**src/rtl/sokoban_pkg.sv**
```systemverilog
// Shared definitions for the Sokoban board renderer.
// Holds the tile codes stored in map RAM (and passed through as sprite ids),
// the screen limits, the default board geometry, and the render FSM types.
package sokoban_pkg;

  localparam logic [2:0] TILE_FLOOR         = 3'd0;
  localparam logic [2:0] TILE_WALL          = 3'd1;
  localparam logic [2:0] TILE_BOX           = 3'd2;
  localparam logic [2:0] TILE_GOAL          = 3'd3;
  localparam logic [2:0] TILE_BOX_ON_GOAL   = 3'd4;
  localparam logic [2:0] TILE_PLAYER        = 3'd5;
  localparam logic [2:0] TILE_PLAYER_ON_GOAL = 3'd6;
  localparam logic [2:0] TILE_BLANK         = 3'd7;

  localparam int SCREEN_W = 160;
  localparam int SCREEN_H = 120;

  localparam int DEF_GRID_W   = 16;
  localparam int DEF_GRID_H   = 12;
  localparam int DEF_TILE_PX  = 8;
  localparam int DEF_ORIGIN_X = 16;
  localparam int DEF_ORIGIN_Y = 12;
  localparam int DEF_QDEPTH   = 4;

  typedef enum logic [2:0] {
    ST_IDLE,
    ST_FETCH,
    ST_READ,
    ST_ISSUE,
    ST_WAIT_DONE,
    ST_ADVANCE
  } render_state_t;

  typedef enum logic {
    MODE_SINGLE,
    MODE_FULL
  } render_mode_t;

  // Row-major map RAM address of tile (tx, ty).
  function automatic logic [7:0] tile_addr(input logic [3:0] tx,
                                           input logic [3:0] ty,
                                           input logic [7:0] grid_w);
    return ({4'b0, ty} * grid_w) + {4'b0, tx};
  endfunction

endpackage

```
**src/rtl/tile_req_fifo.sv**
```systemverilog
// Single-tile redraw request queue.
// Ports:
//   clk, resetn   clock, asynchronous active-low reset
//   push, din     enqueue din (ignored when full)
//   pop, dout     dequeue; dout is the current head (valid when !empty)
//   flush         empty the queue; a push in the same cycle is kept
//   full, empty   occupancy flags
module tile_req_fifo #(
  parameter int DEPTH = 4,
  parameter int WIDTH = 8
) (
  input  logic             clk,
  input  logic             resetn,
  input  logic             push,
  input  logic             pop,
  input  logic             flush,
  input  logic [WIDTH-1:0] din,
  output logic [WIDTH-1:0] dout,
  output logic             full,
  output logic             empty
);

  localparam int PW = (DEPTH > 1) ? $clog2(DEPTH) : 1;
  localparam int CW = $clog2(DEPTH + 1);

  logic [WIDTH-1:0] mem [DEPTH];
  logic [PW-1:0]    rd_ptr, wr_ptr;
  logic [CW-1:0]    count;
  logic             do_push, do_pop;

  function automatic logic [PW-1:0] ptr_next(input logic [PW-1:0] p);
    return (p == PW'(DEPTH - 1)) ? '0 : p + 1'b1;
  endfunction

  assign full    = (count == CW'(DEPTH));
  assign empty   = (count == '0);
  assign do_push = push && !full;
  assign do_pop  = pop && !empty;
  assign dout    = mem[rd_ptr];

  always_ff @(posedge clk or negedge resetn) begin
    if (!resetn) begin
      rd_ptr <= '0;
      wr_ptr <= '0;
      count  <= '0;
    end else if (flush) begin
      rd_ptr <= '0;
      wr_ptr <= do_push ? ptr_next('0) : '0;
      count  <= do_push ? CW'(1) : '0;
    end else begin
      if (do_push) wr_ptr <= ptr_next(wr_ptr);
      if (do_pop)  rd_ptr <= ptr_next(rd_ptr);
      case ({do_push, do_pop})
        2'b10:   count <= count + 1'b1;
        2'b01:   count <= count - 1'b1;
        default: count <= count;
      endcase
    end
  end

  // Storage needs no reset; occupancy is tracked by count.
  always_ff @(posedge clk) begin
    if (do_push) mem[flush ? '0 : wr_ptr] <= din;
  end

endmodule

```
**src/rtl/board_render_seq.sv**
```systemverilog
// Board render sequencer: walks the level map and issues one sprite_draw
// per tile, either a full-board scan or queued single-tile redraws.
// Ports:
//   clk, resetn              clock, asynchronous active-low reset
//   full_req                 pulse: redraw the entire board
//   tile_req, tile_x/y_in    pulse: redraw one tile (accepted when tile_ready)
//   tile_ready               request queue not full
//   map_addr, map_data       map RAM read port (data one cycle after address)
//   x_out, y_out, sprite_id_out, draw_start, draw_done   sprite_draw handshake
//   busy                     sequencer not idle
//   frame_done               pulse at the end of a full redraw
//
// state      | meaning
// -----------+------------------------------------------------------------
// IDLE       | wait for a pending full redraw or a queued tile request
// FETCH      | map_addr presented to map RAM
// READ       | map_data valid; latch sprite id and pixel coordinates
// ISSUE      | draw_start high for one cycle
// WAIT_DONE  | wait for draw_done from sprite_draw
// ADVANCE    | step to next tile, finish the frame, or return to IDLE
module board_render_seq
  import sokoban_pkg::*;
#(
  parameter int GRID_W   = DEF_GRID_W,
  parameter int GRID_H   = DEF_GRID_H,
  parameter int TILE_PX  = DEF_TILE_PX,
  parameter int ORIGIN_X = DEF_ORIGIN_X,
  parameter int ORIGIN_Y = DEF_ORIGIN_Y,
  parameter int QDEPTH   = DEF_QDEPTH
) (
  input  logic       clk,
  input  logic       resetn,
  input  logic       full_req,
  input  logic       tile_req,
  input  logic [3:0] tile_x_in,
  input  logic [3:0] tile_y_in,
  output logic       tile_ready,
  output logic [7:0] map_addr,
  input  logic [2:0] map_data,
  output logic [7:0] x_out,
  output logic [6:0] y_out,
  output logic [2:0] sprite_id_out,
  output logic       draw_start,
  input  logic       draw_done,
  output logic       busy,
  output logic       frame_done
);

  localparam int         SHIFT   = $clog2(TILE_PX);
  localparam logic [3:0] TX_LAST = 4'(GRID_W - 1);
  localparam logic [3:0] TY_LAST = 4'(GRID_H - 1);
  localparam logic [4:0] GW5     = 5'(GRID_W);
  localparam logic [4:0] GH5     = 5'(GRID_H);
  localparam logic [7:0] GW8     = 8'(GRID_W);

  render_state_t state;
  render_mode_t  mode;
  logic [3:0]    tx, ty;
  logic          full_pending;
  logic          last_tile;

  logic          fifo_push, fifo_pop, fifo_flush, fifo_full, fifo_empty;
  logic [7:0]    fifo_dout;

  assign last_tile  = (tx == TX_LAST) && (ty == TY_LAST);
  // Out-of-range coordinates never enter the queue.
  assign fifo_push  = tile_req && ({1'b0, tile_x_in} < GW5) && ({1'b0, tile_y_in} < GH5);
  assign fifo_pop   = (state == ST_IDLE) && !full_pending && !fifo_empty;
  // A full scan repaints every tile, so queued singles become redundant.
  assign fifo_flush = full_pending &&
                      ((state == ST_IDLE) ||
                       (state == ST_ADVANCE && mode == MODE_FULL && last_tile));
  assign tile_ready = !fifo_full;
  assign busy       = (state != ST_IDLE);

  tile_req_fifo #(
    .DEPTH (QDEPTH),
    .WIDTH (8)
  ) u_fifo (
    .clk    (clk),
    .resetn (resetn),
    .push   (fifo_push),
    .pop    (fifo_pop),
    .flush  (fifo_flush),
    .din    ({tile_y_in, tile_x_in}),
    .dout   (fifo_dout),
    .full   (fifo_full),
    .empty  (fifo_empty)
  );

  always_ff @(posedge clk or negedge resetn) begin
    if (!resetn) begin
      state         <= ST_IDLE;
      mode          <= MODE_SINGLE;
      tx            <= '0;
      ty            <= '0;
      full_pending  <= 1'b0;
      map_addr      <= '0;
      x_out         <= '0;
      y_out         <= '0;
      sprite_id_out <= TILE_FLOOR;
      draw_start    <= 1'b0;
      frame_done    <= 1'b0;
    end else begin
      draw_start <= 1'b0;
      frame_done <= 1'b0;
      case (state)
        ST_IDLE: begin
          if (full_pending) begin
            full_pending <= 1'b0;
            mode         <= MODE_FULL;
            tx           <= '0;
            ty           <= '0;
            map_addr     <= '0;
            state        <= ST_FETCH;
          end else if (!fifo_empty) begin
            mode     <= MODE_SINGLE;
            tx       <= fifo_dout[3:0];
            ty       <= fifo_dout[7:4];
            map_addr <= tile_addr(fifo_dout[3:0], fifo_dout[7:4], GW8);
            state    <= ST_FETCH;
          end
        end
        ST_FETCH: state <= ST_READ;
        ST_READ: begin
          sprite_id_out <= map_data;
          x_out         <= 8'(ORIGIN_X) + ({4'b0, tx} << SHIFT);
          y_out         <= 7'(ORIGIN_Y) + ({3'b0, ty} << SHIFT);
          draw_start    <= 1'b1;
          state         <= ST_ISSUE;
        end
        ST_ISSUE: state <= ST_WAIT_DONE;
        ST_WAIT_DONE: begin
          if (draw_done) state <= ST_ADVANCE;
        end
        ST_ADVANCE: begin
          if (mode == MODE_SINGLE) begin
            state <= ST_IDLE;
          end else if (last_tile) begin
            frame_done <= 1'b1;
            if (full_pending) begin
              full_pending <= 1'b0;
              tx           <= '0;
              ty           <= '0;
              map_addr     <= '0;
              state        <= ST_FETCH;
            end else begin
              state <= ST_IDLE;
            end
          end else begin
            if (tx == TX_LAST) begin
              tx <= '0;
              ty <= ty + 1'b1;
            end else begin
              tx <= tx + 1'b1;
            end
            // Row-major scan: the next tile is always the next address.
            map_addr <= map_addr + 1'b1;
            state    <= ST_FETCH;
          end
        end
        default: state <= ST_IDLE;
      endcase
      // Placed last so a request arriving while one is being consumed survives.
      if (full_req) full_pending <= 1'b1;
    end
  end

endmodule

```
**config.mk**
```make
export PLATFORM = sky130hd
export DESIGN_NAME = board_render_seq
export DESIGN_NICKNAME = d
export VERILOG_FILES = /design/src/rtl/sokoban_pkg.sv /design/src/rtl/tile_req_fifo.sv /design/src/rtl/board_render_seq.sv
export SDC_FILE = /design/constraint.sdc
export NUM_CORES = 1
export LEC_CHECK = 0
export CAP_MARGIN = 5
export CORE_ASPECT_RATIO = 1.25
export CORE_MARGIN = 4
export CORE_UTILIZATION = 50
export DETAILED_ROUTE_END_ITERATION = 7
export GPL_ROUTABILITY_DRIVEN = 0
export PLACE_DENSITY = 0.74
export SYNTH_ARGS = -nofsm -noshare
export SYNTH_HDL_FRONTEND = slang
export SYNTH_SLANG_ARGS = --single-unit
```
**constraint.sdc**
```tcl
create_clock -name clk -period 2.9 [get_ports clk]
set_input_delay 0.87 -clock clk [delete_from_list [all_inputs] [get_ports clk]]
set_output_delay 0.87 -clock clk [all_outputs]
set_load 0.05 [all_outputs]
```
==> results.tsv <==
metric	value	unit
dr.pass1.iters	4	
gr-total-overflow	0	
hpwl	4916	microns
maxSlewHeadroom	0.5796	
yosys_register_bits	75	
synth_flop_cell	dfrtp_1	
cts_buffer_depth	2	
maxCapViolCount	0	
synth_edf_count	32	
cts_hold_buf	0	
fin_cells	431	
drt_iter0_markers	138	
arrival	1.67	ns
initial_core_util	0.5128	
synth_top_cell_by_area	dfrtp_1	
critPathMaxStageDelay	0.85	ns
setup_violations	0	
drc	0	
vias	2396	
finalCriticalPeriod	2.545	ns
tns	0	ns
ant_nets	0	
status	finished clean	
die_y	102.3	microns
crit_path_top_delay_cell	clkdlybuf4s50_1	
critical-path-top-delay-family	buffers and inverters	
fp-row-count	34	
power_density	1101	mW/mm^2
num_io_pins	46	
h-tree-depth	3	
grt.total_usage	0.1639	
leakagePower	1.699	nW
async_flop_share	0.5733	
fill_cells	556	
dieWidth	83.43	microns
wl	6634	microns
synth_area_leaders	dfrtp_1, edfxtp_1, mux4_2	
synth.most_common_cell	dfrtp_1	
layout-drive-gt1-share	0.1672	
path_cells	clkdlybuf4s50_1	
num_antenna_cells	0	
synth_cell_types	60	
start_kind	register	
synth_seq_area_share	0.5728	
multiInputGateArea	0.001376	sq mm
areaGrowthSynthToFinish	19.32	%
antenna_found_initial	0	
rsz0062_at_grt	no	
fmax	0.3929	GHz
dp.cells	415	
post-cts-setup-buffers	0	
ys_top_cells_by_count	dfrtp_1, edfxtp_1, nand2_1	
insertion_delay	0.34	ns
clk_pin_slew_worst_paths	0.09	ns
skew	0.01201	ns
critPathMaxFanout	8	
io_buffers	40	
syn_avg_cell_area	12.39	sq um
avgViaCountPerCell	5.559	
cp-end-kind	primary output	
synthesis.area	0.003556	sq mm
worstPathRequired	2.03	ns
synth.top_cell.area_share	0.3026	
drv_slew	0	
crit_buf_inv	1	
routedWlPerCell	15.39	microns
worstMarginPinSlew	0.6264	ns
cts-resized-gates	0	
ir_worst_vdd	0.0005934	V
numCtsBuffers	9	
cts_tree	yes	
path_class	register to primary output	
die-area	0.008534	sq mm
period_share	0.8775	
clock-sinks	75	
hp-class	primary input to async pin	
grt_start_max_net_pins	28	
core_area	0.006934	sq mm
synth_cells	287	
root_buffer	clkbuf_8	
yosysWarningCount	0	
grt_pass1_wl	11100	microns
regArea	0.002037	sq mm
grt_pass1_vias	2323	
finalHoldViolations	0	
nNetsFinal	359	
-- flip-flops by register name, indices dropped and copies added (netlist names), 4 cells and up --
name and cells:
y_out 5, tx 4, u_fifo.mem 32, x_out 5
map_addr 8, ty 4
-- layout by cell type, fill, tap and decap left out, drive strengths merged, types with 9 or more instances in the layout --
| cell | count |
|---|---|
| a21oi | 13 |
| buf | 10 |
| clkbuf | 9 |
| clkdlybuf4s50 | 37 |
| dfrtp | 43 |
| edfxtp | 32 |
| inv | 14 |
| nand2 | 29 |
| nor2 | 20 |
| o21ai | 23 |
-- report_power, final --
group / internal [mW] / switching (mW)
logic: 0.840 / 1.29
clock network: 0.412 / 0.403
registers: 1.43 / 0.304
total: 2.68 / 1.99
-- logic make-up (layout without fill, tap and decap cells) --
group / Yosys count / in the layout / synth area share
adder cells (fa/ha/maj): 7 / 7 / 0.02674
other: 1 / 5 / 0.001055
AO/OA/AOI/OAI: 68 / 68 / 0.1316
AND/OR/NAND/NOR: 86 / 86 / 0.1281
buffers and inverters: 26 / 76 / 0.04433
XOR/XNOR: 7 / 7 / 0.01724
multiplexers: 17 / 17 / 0.07811
flip-flops: 75 / 75 / 0.5728
-- final timing paths --
path	startpoint	cells past startpoint	endpoint	slack [ns]
worst min-delay path	resetn	1	ty[0]$_DFFE_PN0P_	0.44
min in group clk	y_out[6]$_DFFE_PN0P_	2	y_out[6]$_DFFE_PN0P_	0.48
worst min register to register	y_out[6]$_DFFE_PN0P_	2	y_out[6]$_DFFE_PN0P_	0.48
worst max-delay path	map_addr[4]$_DFFE_PN0P_	1	map_addr[4]	0.36
worst max register to register	u_fifo.count[1]$_DFFE_PN0P_	8	u_fifo.count[2]$_DFFE_PN0P_	0.61
max in group asynchronous	resetn	2	u_fifo.rd_ptr[1]$_DFFE_PN0P_	1.76
-- cell type report --
| class | count | area share |
|---|---|---|
| timing repair buffer | 49 | 0.1103 |
| clock buffer | 9 | 0.02919 |
| sequential | 75 | 0.4801 |
| inverter | 11 | 0.009732 |
| tap | 90 | 0.02654 |
| clock inverter | 7 | 0.01976 |
| multi-input combinational | 190 | 0.3244 |
-- stage by stage --
step           worst slack, ns    util  total power, mW  cell area, sq um  hold WS (ns)
2_1_floorplan           0.3881       -            3.290              3571        0.5033
3_3_place_gp            0.2803  0.5812            3.828              4030        0.4482
3_5_place_dp            0.2173  0.5812            3.889              4030        0.4588
5_1_grt                 0.2926  0.6119            4.955              4243        0.4566
4_1_cts                0.01037  0.6112            4.711              4238        0.4362
6_report                0.3551  0.6119            4.671              4243        0.4361
-- metal layers --
layer	routed length (microns)	GRT usage
met5	0	0
met4	140	0.07054
met3	292	0.03065
met2	3409	0.2883
met1	2791	0.2001
Note: power is estimated with default switching activity, not from simulation.
